File: src/rtl/mem_arb_pkg.sv
// Shared types for the unified-memory port arbiter: FSM state encoding and default bus widths.
// No logic, no latency, no flow control of its own.
package mem_arb_pkg;

    localparam int ADDR_W_DEF = 32;
    localparam int DATA_W_DEF = 32;

    typedef enum logic [2:0] {
        ST_IDLE   = 3'd0,
        ST_D_BUSY = 3'd1,
        ST_I_BUSY = 3'd2,
        ST_D_RESP = 3'd3,
        ST_I_RESP = 3'd4
    } arb_state_t;

    function automatic logic is_busy(arb_state_t s);
        return (s == ST_D_BUSY) || (s == ST_I_BUSY);
    endfunction

endpackage

File: src/rtl/mem_arb_watchdog.sv
// Stall watchdog: counts enabled cycles; expired is combinational on the cycle the count would hit TIMEOUT_CYCLES.
// Latency 0 to expired; clr has priority over en; no backpressure.
module mem_arb_watchdog #(
    parameter int TIMEOUT_CYCLES = 16
) (
    input  logic clk,
    input  logic rst,
    input  logic clr,
    input  logic en,
    output logic expired
);

    localparam int CNT_W = $clog2(TIMEOUT_CYCLES + 1);
    localparam logic [CNT_W-1:0] CNT_LAST = CNT_W'(TIMEOUT_CYCLES - 1);
    localparam logic [CNT_W-1:0] CNT_MAX  = CNT_W'(TIMEOUT_CYCLES);

    logic [CNT_W-1:0] count;

    always_ff @(posedge clk or negedge rst) begin
        if (!rst) begin
            count <= '0;
        end else if (clr) begin
            count <= '0;
        end else if (en && (count != CNT_MAX)) begin
            count <= count + 1'b1;
        end
    end

    // Fires during the TIMEOUT_CYCLES-th waiting cycle so the owner can drop the request on that edge.
    assign expired = en && (count == CNT_LAST);

endmodule

File: src/rtl/mem_port_arbiter.sv
// Single-port memory arbiter between fetch and data stages; data wins, no preemption, watchdog abort.
// Latency: request->mem_req 1 cycle, mem_ack->ready 1 cycle; stages are stalled via if_stall/pipe_freeze.
module mem_port_arbiter
    import mem_arb_pkg::*;
#(
    parameter int ADDR_W         = ADDR_W_DEF,
    parameter int DATA_W         = DATA_W_DEF,
    parameter int TIMEOUT_CYCLES = 16
) (
    input  logic              clk,
    input  logic              rst,
    input  logic              if_req,
    input  logic [ADDR_W-1:0] if_addr,
    output logic              if_ready,
    output logic [DATA_W-1:0] if_rdata,
    output logic              if_stall,
    input  logic              dm_rd_en,
    input  logic              dm_wr_en,
    input  logic [ADDR_W-1:0] dm_addr,
    input  logic [DATA_W-1:0] dm_wdata,
    output logic              dm_ready,
    output logic [DATA_W-1:0] dm_rdata,
    output logic              pipe_freeze,
    output logic              mem_req,
    output logic              mem_we,
    output logic [ADDR_W-1:0] mem_addr,
    output logic [DATA_W-1:0] mem_wdata,
    input  logic              mem_ack,
    input  logic [DATA_W-1:0] mem_rdata,
    output logic              err_timeout
);

    arb_state_t state;
    logic       dm_req;
    logic       wd_clr;
    logic       wd_en;
    logic       wd_expired;

    assign dm_req = dm_rd_en | dm_wr_en;
    assign wd_clr = !is_busy(state);
    assign wd_en  = is_busy(state) && mem_req && !mem_ack;

    mem_arb_watchdog #(
        .TIMEOUT_CYCLES (TIMEOUT_CYCLES)
    ) u_watchdog (
        .clk     (clk),
        .rst     (rst),
        .clr     (wd_clr),
        .en      (wd_en),
        .expired (wd_expired)
    );

    always_ff @(posedge clk or negedge rst) begin
        if (!rst) begin
            state       <= ST_IDLE;
            mem_req     <= 1'b0;
            mem_we      <= 1'b0;
            mem_addr    <= '0;
            mem_wdata   <= '0;
            if_ready    <= 1'b0;
            dm_ready    <= 1'b0;
            if_rdata    <= '0;
            dm_rdata    <= '0;
            err_timeout <= 1'b0;
        end else begin
            if_ready <= 1'b0;
            dm_ready <= 1'b0;
            case (state)
                ST_IDLE: begin
                    // A store wins when both enables are high.
                    if (dm_req) begin
                        state     <= ST_D_BUSY;
                        mem_req   <= 1'b1;
                        mem_we    <= dm_wr_en;
                        mem_addr  <= dm_addr;
                        mem_wdata <= dm_wdata;
                    end else if (if_req) begin
                        state    <= ST_I_BUSY;
                        mem_req  <= 1'b1;
                        mem_we   <= 1'b0;
                        mem_addr <= if_addr;
                    end
                end
                ST_D_BUSY: begin
                    if (mem_ack) begin
                        mem_req  <= 1'b0;
                        dm_ready <= 1'b1;
                        state    <= ST_D_RESP;
                        if (!mem_we) dm_rdata <= mem_rdata;
                    end else if (wd_expired) begin
                        mem_req     <= 1'b0;
                        err_timeout <= 1'b1;
                        dm_ready    <= 1'b1;
                        state       <= ST_D_RESP;
                        if (!mem_we) dm_rdata <= '0;
                    end
                end
                ST_I_BUSY: begin
                    if (mem_ack) begin
                        mem_req  <= 1'b0;
                        if_ready <= 1'b1;
                        if_rdata <= mem_rdata;
                        state    <= ST_I_RESP;
                    end else if (wd_expired) begin
                        mem_req     <= 1'b0;
                        err_timeout <= 1'b1;
                        if_ready    <= 1'b1;
                        if_rdata    <= '0;
                        state       <= ST_I_RESP;
                    end
                end
                // The stage still presents its old request on this edge, so never issue from here.
                ST_D_RESP, ST_I_RESP: state <= ST_IDLE;
                default:              state <= ST_IDLE;
            endcase
        end
    end

    assign pipe_freeze = dm_req & ~dm_ready;
    assign if_stall    = pipe_freeze | (if_req & ~if_ready);

endmodule

File: config.mk
export PLATFORM = sky130hd
export DESIGN_NAME = mem_port_arbiter
export DESIGN_NICKNAME = d
export VERILOG_FILES = /design/src/rtl/mem_arb_pkg.sv /design/src/rtl/mem_arb_watchdog.sv /design/src/rtl/mem_port_arbiter.sv
export SDC_FILE = /design/constraint.sdc
export NUM_CORES = 1
export LEC_CHECK = 0
export ABC_AREA = 1
export CELL_PAD_IN_SITES_DETAIL_PLACEMENT = 0
export CELL_PAD_IN_SITES_GLOBAL_PLACEMENT = 2
export CORE_MARGIN = 5
export CORE_UTILIZATION = 25
export CTS_BUF_LIST = sky130_fd_sc_hd__clkbuf_8
export DETAILED_ROUTE_END_ITERATION = 16
export HOLD_SLACK_MARGIN = 0.15
export PLACE_DENSITY_LB_ADDON = 0.1
export REMOVE_ABC_BUFFERS = 1
export SLEW_MARGIN = 20
export SYNTH_ARGS = -nofsm -noshare
export SYNTH_HDL_FRONTEND = slang
export SYNTH_HIERARCHICAL = 1
export SYNTH_SLANG_ARGS = --single-unit
File: constraint.sdc
create_clock -name clk -period 2.5 [get_ports clk]
set_input_delay 0.375 -clock clk [delete_from_list [all_inputs] [get_ports clk]]
set_output_delay 0.375 -clock clk [all_outputs]
set_load 0.005 [all_outputs]
==> results of run 1 <==
## stage by stage
step                hold slack [ps]  instances  cell area, um2  worst slack, ps
finish                          368       1246            9550              367
global route                    358       1246            9550              276
CTS                             341       1246            9550              366
detailed placement              278       1214            9160              348
global placement                272       1214            9160              367
floorplan                      79.4        610            5920             29.2
## path summary, 6_finish.rpt
| kind | slack [ps] | end | start | cells after the start |
|---|---|---|---|---|
| max reg2reg | 530 | dm_rdata[7]$_DFFE_PN0P_ | u_watchdog/count[1]$_DFFE_PN0P_ | 12 |
| min in group clk | 470 | mem_wdata[6]$_DFFE_PN0P_ | mem_wdata[6]$_DFFE_PN0P_ | 2 |
| max in group asynchronous | 1310 | mem_wdata[15]$_DFFE_PN0P_ | rst | 3 |
| min | 370 | mem_wdata[4]$_DFFE_PN0P_ | rst | 2 |
| max | 370 | if_stall | dm_wr_en | 6 |
| min reg2reg | 470 | mem_wdata[6]$_DFFE_PN0P_ | mem_wdata[6]$_DFFE_PN0P_ | 2 |
## layout make-up
type | count | area share
clock buffer | 17 | 0.0245
timing repair buffer | 281 | 0.298
multi-input combinational | 448 | 0.241
tap | 324 | 0.0424
sequential | 141 | 0.369
inverter | 21 | 0.00891
clock inverter | 14 | 0.0153
## cell families after synthesis
family / after synthesis / synth area share
AND/OR/NAND/NOR: 343 / 0.244
buffers and inverters: 60 / 0.0648
adder cells (fa/ha/maj): 3 / 0.00602
AO/OA/AOI/OAI: 102 / 0.120
flip-flops: 141 / 0.566
## worst max-delay path: cells and delay by family
family,cells,cell delay [ps]
buffers and inverters,4,1150
AO/OA/AOI/OAI,1,140
AND/OR/NAND/NOR,1,90
## state kept, by name, summed over array words and instances, names as in the netlist
name              flops
dm_rdata             32
dm_ready              1
err_timeout           1
if_rdata             32
if_ready              1
mem_addr             32
mem_req               1
mem_wdata            32
mem_we                1
state                 3
u_watchdog/count      5
## per-layer routing
| layer | vias up | wire length, um | global-route usage |
|---|---|---|---|
| met1 | 2527 | 9150 | 0.183 |
| met3 | 10 | 1850 | 0.0614 |
| li1 | 2623 | - | - |
| met5 | - | 13 | 0 |
| met2 | 187 | 9590 | 0.237 |
| met4 | 2 | 156 | 0.0303 |
## cell usage in the layout (no fill, tap or decap), drive strengths merged, types with 13 or more instances in the layout
cell and n:
buf 13, inv 25, or2 32, clkdlybuf4s50 267, o211ai 32, nor2 14
clkbuf 17, nand3 43, dfrtp 141, nand2 251, o21ai 67
## power by group through the flow
stage	clock network, uW	registers [uW]	logic, uW
2_1_floorplan	0	3840	1720
3_3_place_gp	0	3820	4680
3_5_place_dp	0	3820	4730
4_1_cts	1910	3800	4750
5_1_grt	2000	3920	5130
6_report	1820	3780	4620
## what timing repair did
item / CTS / global route
setup endpoints to repair: 0 / 0
hold buffers: 1 / 0
endpoints found under the hold margin: 27 / 0
==> out/qor.yml, run 1 <==
cts_tree: "done"
crit_chain: "clkdlybuf4s50_1 > inv_1 > nand2_2 > inv_2 > o22ai_1 > clkdlybuf4s50_1"
portBuffers: 268
regArea_um2: 3530
tightest_slew_ps: 483
switching_share: 0.354
grt_max_degree: 80
start_util: 0.255
finalWirelength_um: 20800
post_cts_buffers: 0
ys_warn_count: 6
clockPowerShare: 0.178
outcome: "completed"
yosys-top-cells-area: "dfrtp_1, nand2_1, o21ai_2"
peakVddDrop_v: 0.000368
die-height_um: 168
final_nets: 1047
cpMostUsedCell: "clkdlybuf4s50_1"
clkSlewWorstSetupHoldPaths_ps: 90
grt_pass1_vias: 5650
drc: 0
drive_gt1_frac: 0.144
synth_ff_type: "dfrtp_1"
total_power_uw: 10200
worst_hold_path_type: "primary input to asynchronous set/reset pin"
core_um2: 24500
grt_use_total: 0.146
synth_async_sr_flop_share: 1.00
ios: 269
cts_root_buffer: "clkbuf_8"
relSlewSlack: 0.678
crit_slowest_cell: "clkdlybuf4s50_1"
clkSinkCount: 141
synthCells: 649
crit_type: "primary input to primary output"
period_needed_ps: 2130
numCtsBuffers: 17
period_share: 0.853
fp.dieArea_um2: 28200
worstSetupEndpointType: "primary output"
cts_buffer_depth: 2
p_leak_uw: 0.00427
crit_path_start_kind: "primary input"
die_w_um: 168
num_rows: 57
finalWeightedCongestion: 0.741
yosys.cell_types.count: 31
cap_viol_max_count: 0
power.internal_uw: 6600
viasPerCell: 4.29
finish.utilization: 0.390
dp_hpwl_um: 14800
cts_max_level: 4
grt_overflow: 0
rsz0062_at_grt: "no"
yosys-top-cells-count: "nand2_1, dfrtp_1, nand3_1, or2_2, o21ai_2"
synth_edf_count: 0
ys_ff_latch: 141
fin_tns_setup_ps: 0
routedWlPerCell_um: 16.7
synth_top_area_share: 0.566
detail-route-antenna-nets: 0
synth.most_common_cell: "nand2_1"
nFillCells: 2417
p_per_area_nw_per_um2: 1070
multi_input_area_um2: 2310
required_ps: 2120
max_clock_freq_mhz: 469
initialDrtViolationCount: 362
vias: 5349
synth_area_um2: 6240
hold_violations: 0
setup_viol: 0
firstDrtPassIters: 6
finalMaxSlewViolations: 0
crit_arrival_ps: 1760
pwr-share-comb: 0.452
diodes: 0
syn_to_final_growth_pct: 53.1
critPathMaxFanout: 9
p_switching_uw: 3620
synth_area_per_cell_um2: 9.61
grt_pass1_wl_um: 32600
clock_skew_ps: 16.2
seq_area_frac_synth: 0.566
synth_area_leader_cell: "dfrtp_1"
sequentialPowerShare: 0.370
slowest_delay_ps: 530
insertion_delay_ps: 440
antenna_found_initial: 1
cts_resized: 0
Note: power is estimated with default switching activity, not from simulation.
==> run 2, diff against run 1 <==
--- a/constraint.sdc
+++ b/constraint.sdc
@@ -3,2 +3,2 @@
 set_output_delay 0.375 -clock clk [all_outputs]
-set_load 0.005 [all_outputs]
+set_load 0.05 [all_outputs]
==> run 2 against run 1 <==
Compared with the run above:
- sequential share of layout area is 0.34 points lower
- first-iteration DRC count is 50% lower
- power is 33% higher
- via count is 0.97% higher
- cell area is 0.93% higher
- non-clock buffer count is 6 higher
- clock power is 5% higher
- sequential power hardly changed
- die area stayed put
- utilization is 0.36 points higher
- register-to-register slack worse by 40 ps
- clock skew is 5.5 ps higher
==> out/qor.yml, run 2 (synthesis gave the netlist of run 1 again) <==
total_power_uw: 13600
dp_hpwl_um: 15400
grt_overflow: 0
drive_gt1_frac: 0.152
cts_root_buffer: "clkbuf_8"
final_nets: 1053
die-height_um: 168
final_cell_mix: "clkdlybuf4s50_1, nand2_1, dfrtp_1"
antenna_found_initial: 0
nFillCells: 2426
numCtsBuffers: 17
num_rows: 57
grt_pass1_vias: 5534
worst_hold_path_type: "primary input to asynchronous set/reset pin"
finalWirelength_um: 20900
p_leak_uw: 0.00433
finalMaxSlewViolations: 0
grt_pass1_wl_um: 32700
die_w_um: 168
firstDrtPassIters: 4
cts_hold_buf: 1
hold_ws_ps: 476
cts_max_level: 4
clock_skew_ps: 21.7
tightest_slew_ps: 694
crit_type: "primary input to primary output"
cap_viol_max_count: 0
rsz0062_at_grt: "no"
period_needed_ps: 2100
initialDrtViolationCount: 182
clkSlewWorstSetupHoldPaths_ps: 90
ios: 269
diodes: 0
cts_buffer_depth: 2
finalWeightedCongestion: 0.778
critPathMaxFanout: 15
crit_path_start_kind: "primary input"
relSlewSlack: 0.536
layout_commonest_cell: "clkdlybuf4s50_1"
setup_viol: 0
vias: 5401
crit_arrival_ps: 1720
period_share: 0.839
max_clock_freq_mhz: 477
p_per_area_nw_per_um2: 1410
finish.utilization: 0.394
grt_use_total: 0.147
clkSinkCount: 141
detail-route-antenna-nets: 0
outcome: "completed"
drc: 0
core_um2: 24500
fp.dieArea_um2: 28200
grt_max_degree: 68
required_ps: 2120
viasPerCell: 4.31
cts_tree: "done"
start_util: 0.255
routedWlPerCell_um: 16.7
cts_resized: 0
worstSetupEndpointType: "primary output"
portBuffers: 268
peakVddDrop_v: 0.000585
post_cts_buffers: 0
insertion_delay_ps: 450
hold_violations: 0
syn_to_final_growth_pct: 54.5
==> run 2: cell types whose count changed in the layout (fill, tap and decap cells not counted) <==
cell             before  now
bufinv_16             2    3
clkinv_4              2    3
clkdlybuf4s50_1     267  265
buf_12                5    7
buf_4                 7   13
clkinvlp_4            4    2
==> run 2: cell type report <==
type / count / area (um2) / share of cell area
clock buffers: 17 / 234 / 0.0243
clock inverters: 14 / 170 / 0.0177
inverters: 21 / 85.1 / 0.00883
repair buffers: 287 / 2910 / 0.302
multi-input cells: 448 / 2310 / 0.239
flip-flops and latches: 141 / 3530 / 0.366
well taps: 324 / 405 / 0.0421
==> run 2: stage by stage <==
stage / cell area [um2] / instances / setup WS [ps] / setup TNS (ps)
2_1_floorplan: 5920 / 610 / -83.2 / -83.2
3_3_place_gp: 9230 / 1220 / 407 / 0
3_5_place_dp: 9230 / 1220 / 391 / 0
4_1_cts: 9640 / 1252 / 388 / 0
5_1_grt: 9640 / 1252 / 290 / 0
6_report: 9640 / 1252 / 403 / 0
==> run 2: layer usage <==
layer	GRT usage	up-vias	part of all wire
met5	0	-	0
met1	0.206	2536	0.47
met3	0.0488	12	0.074
met4	0.0349	0	0.0096
li1	-	2651	-
met2	0.220	202	0.45
==> run 2: worst paths after layout <==
kind                            slack, ps                        end  depth (start not counted)                       from
worst max-delay path                  400                   if_stall                          6                   dm_wr_en
max in group asynchronous            1300   dm_rdata[28]$_DFFE_PN0P_                          3                        rst
worst min register to register        480  mem_wdata[24]$_DFFE_PN0P_                          2  mem_wdata[24]$_DFFE_PN0P_
worst min-delay path                  480  mem_wdata[27]$_DFFE_PN0P_                          2                        rst
min in group clk                      480  mem_wdata[24]$_DFFE_PN0P_                          2  mem_wdata[24]$_DFFE_PN0P_
worst max register to register        490   dm_rdata[21]$_DFFE_PN0P_                         13       state[2]$_DFFE_PN0P_
==> run 2: critical path, cell delays in order <==
cell and delay, ps:
clkdlybuf4s50_1 470, inv_1 50, nand2_2 180, inv_2 200, o22ai_1 270, buf_12 180
==> run 2: report_power, final <==
part | internal [uW] | switching (uW) | leakage [uW] | total, uW
sequential | 3240 | 563 | 0.00180 | 3800
combinational | 2520 | 5330 | 0.00232 | 7850
clock | 986 | 936 | 0.000205 | 1920
==> run 3, diff against run 2 <==
- clock period: 2.5 -> 2.2 ns (I/O delays scaled with it)
==> run 3 against run 2 <==
Compared with the run above:
- cell area fell by 0.14%
- register-to-register slack got worse by 290 ps
- utilization fell by 0.056 points
- critical path type is now register to primary output
==> out/qor.yml, run 3 (synthesis gave the netlist of run 1 again) <==
outcome: "completed"
fp.dieArea_um2: 28200
antenna_found_initial: 1
hold_violations: 0
p_leak_uw: 0.00433
drc: 0
relSlewSlack: 0.613
fin_ws_ps: 202
path_delay_family: "buffers and inverters"
dp_hpwl_um: 15800
tightest_slew_ps: 579
viasPerCell: 4.33
final_cell_mix: "clkdlybuf4s50_1, nand2_1, dfrtp_1"
ios: 269
layout_commonest_cell: "clkdlybuf4s50_1"
cts_resized: 0
period_share: 0.908
crit_path_start_kind: "register"
drive_gt1_frac: 0.155
diodes: 0
pwr-share-comb: 0.578
grt-busiest-layer: "met2"
start_util: 0.255
sequentialPowerShare: 0.281
post_cts_buffers: 0
finalMaxSlewViolations: 0
fin_tns_setup_ps: 0
clkSinkCount: 141
detail-route-antenna-nets: 0
period_needed_ps: 2000
clock_skew_ps: 12.5
worstSetupEndpointType: "primary output"
routedWlPerCell_um: 17.1
final_area_um2: 9630
insertion_delay_ps: 440
crit_chain: "clkdlybuf4s50_1"
crit_type: "register to primary output"
critPathMaxFanout: 3
die_w_um: 168
dpl_worst_slack_ps: 236
firstDrtPassIters: 6
cts_tree: "done"
portBuffers: 268
vias: 5426
final_nets: 1054
grt_pass1_wl_um: 34100
syn_to_final_growth_pct: 54.3
die-height_um: 168
finalWirelength_um: 21500
clockPowerShare: 0.141
required_ps: 1870
grtUsageMet1: 0.201
numCtsBuffers: 17
max_clock_freq_mhz: 501
power.internal_uw: 7570
grt_max_degree: 65
hold_ws_ps: 380
crit_slowest_cell: "clkdlybuf4s50_1"
cap_viol_max_count: 0
initialDrtViolationCount: 180
cts_hold_buf: 1
grt_overflow: 0
grt_use_total: 0.152
switching_share: 0.509
slowest_delay_ps: 850
num_rows: 57
cts_buffer_depth: 2
grt.met3_usage: 0.0497
p_per_area_nw_per_um2: 1600
peakVddDrop_v: 0.000651
cts_root_buffer: "clkbuf_8"
path_buf_inv: 1
dpl_cell_area_um2: 9210
core_um2: 24500
worst_hold_path_type: "primary input to asynchronous set/reset pin"
clkSlewWorstSetupHoldPaths_ps: 90
crit_arrival_ps: 1670
rsz0062_at_grt: "no"
cts_max_level: 4
setup_viol: 0
p_switching_uw: 7840
gr-usage-met2: 0.240
finalWeightedCongestion: 0.764
grt_pass1_vias: 5789
-- run 3: final timing paths --
check,startpoint,to,slack (ps),cells after the start
max in group asynchronous,rst,mem_addr[23]$_DFFE_PN0P_,1090,3
worst max register to register,u_watchdog/count[0]$_DFFE_PN0P_,dm_rdata[27]$_DFFE_PN0P_,200,12
worst min register to register,mem_wdata[24]$_DFFE_PN0P_,mem_wdata[24]$_DFFE_PN0P_,470,2
worst min-delay path,rst,mem_wdata[13]$_DFFE_PN0P_,380,2
worst max-delay path,dm_ready$_DFF_PN0_,dm_ready,200,1
min in group clk,dm_wdata[27],mem_wdata[27]$_DFFE_PN0P_,440,3
-- run 3: per-stage QoR --
| step | utilization | total power (uW) | cells |
|---|---|---|---|
| 2_1_floorplan | - | 9880 | 610 |
| 3_3_place_gp | 0.376 | 13300 | 1221 |
| 6_report | 0.394 | 15400 | 1254 |
| 5_1_grt | 0.394 | 16300 | 1254 |
| 3_5_place_dp | 0.376 | 13400 | 1221 |
| 4_1_cts | 0.394 | 15700 | 1254 |
-- run 3: power groups by stage --
stage	combinational, uW	clock, uW	sequential [uW]
global placement	8950	0	4340
detailed placement	9030	0	4370
finish	8910	2170	4320
CTS	9050	2280	4330
floorplan	1980	0	7900
global route	9480	2390	4460
-- run 3: layout make-up --
type / instances / area, um2
Clock buffer: 18 / 248
Clock inverter: 14 / 160
Fill cell: 2468 / 14800
Inverter: 21 / 85.1
Multi-Input combinational cell: 448 / 2310
Sequential cell: 141 / 3530
Tap cell: 324 / 405
Timing Repair Buffer: 288 / 2890
-- run 3: metal layers --
| metal | wire [um] | share of wire |
|---|---|---|
| met1 | 9910 | 0.46 |
| met4 | 189 | 0.0088 |
| met2 | 9760 | 0.45 |
| met3 | 1600 | 0.074 |
| met5 | 10 | 0.00047 |
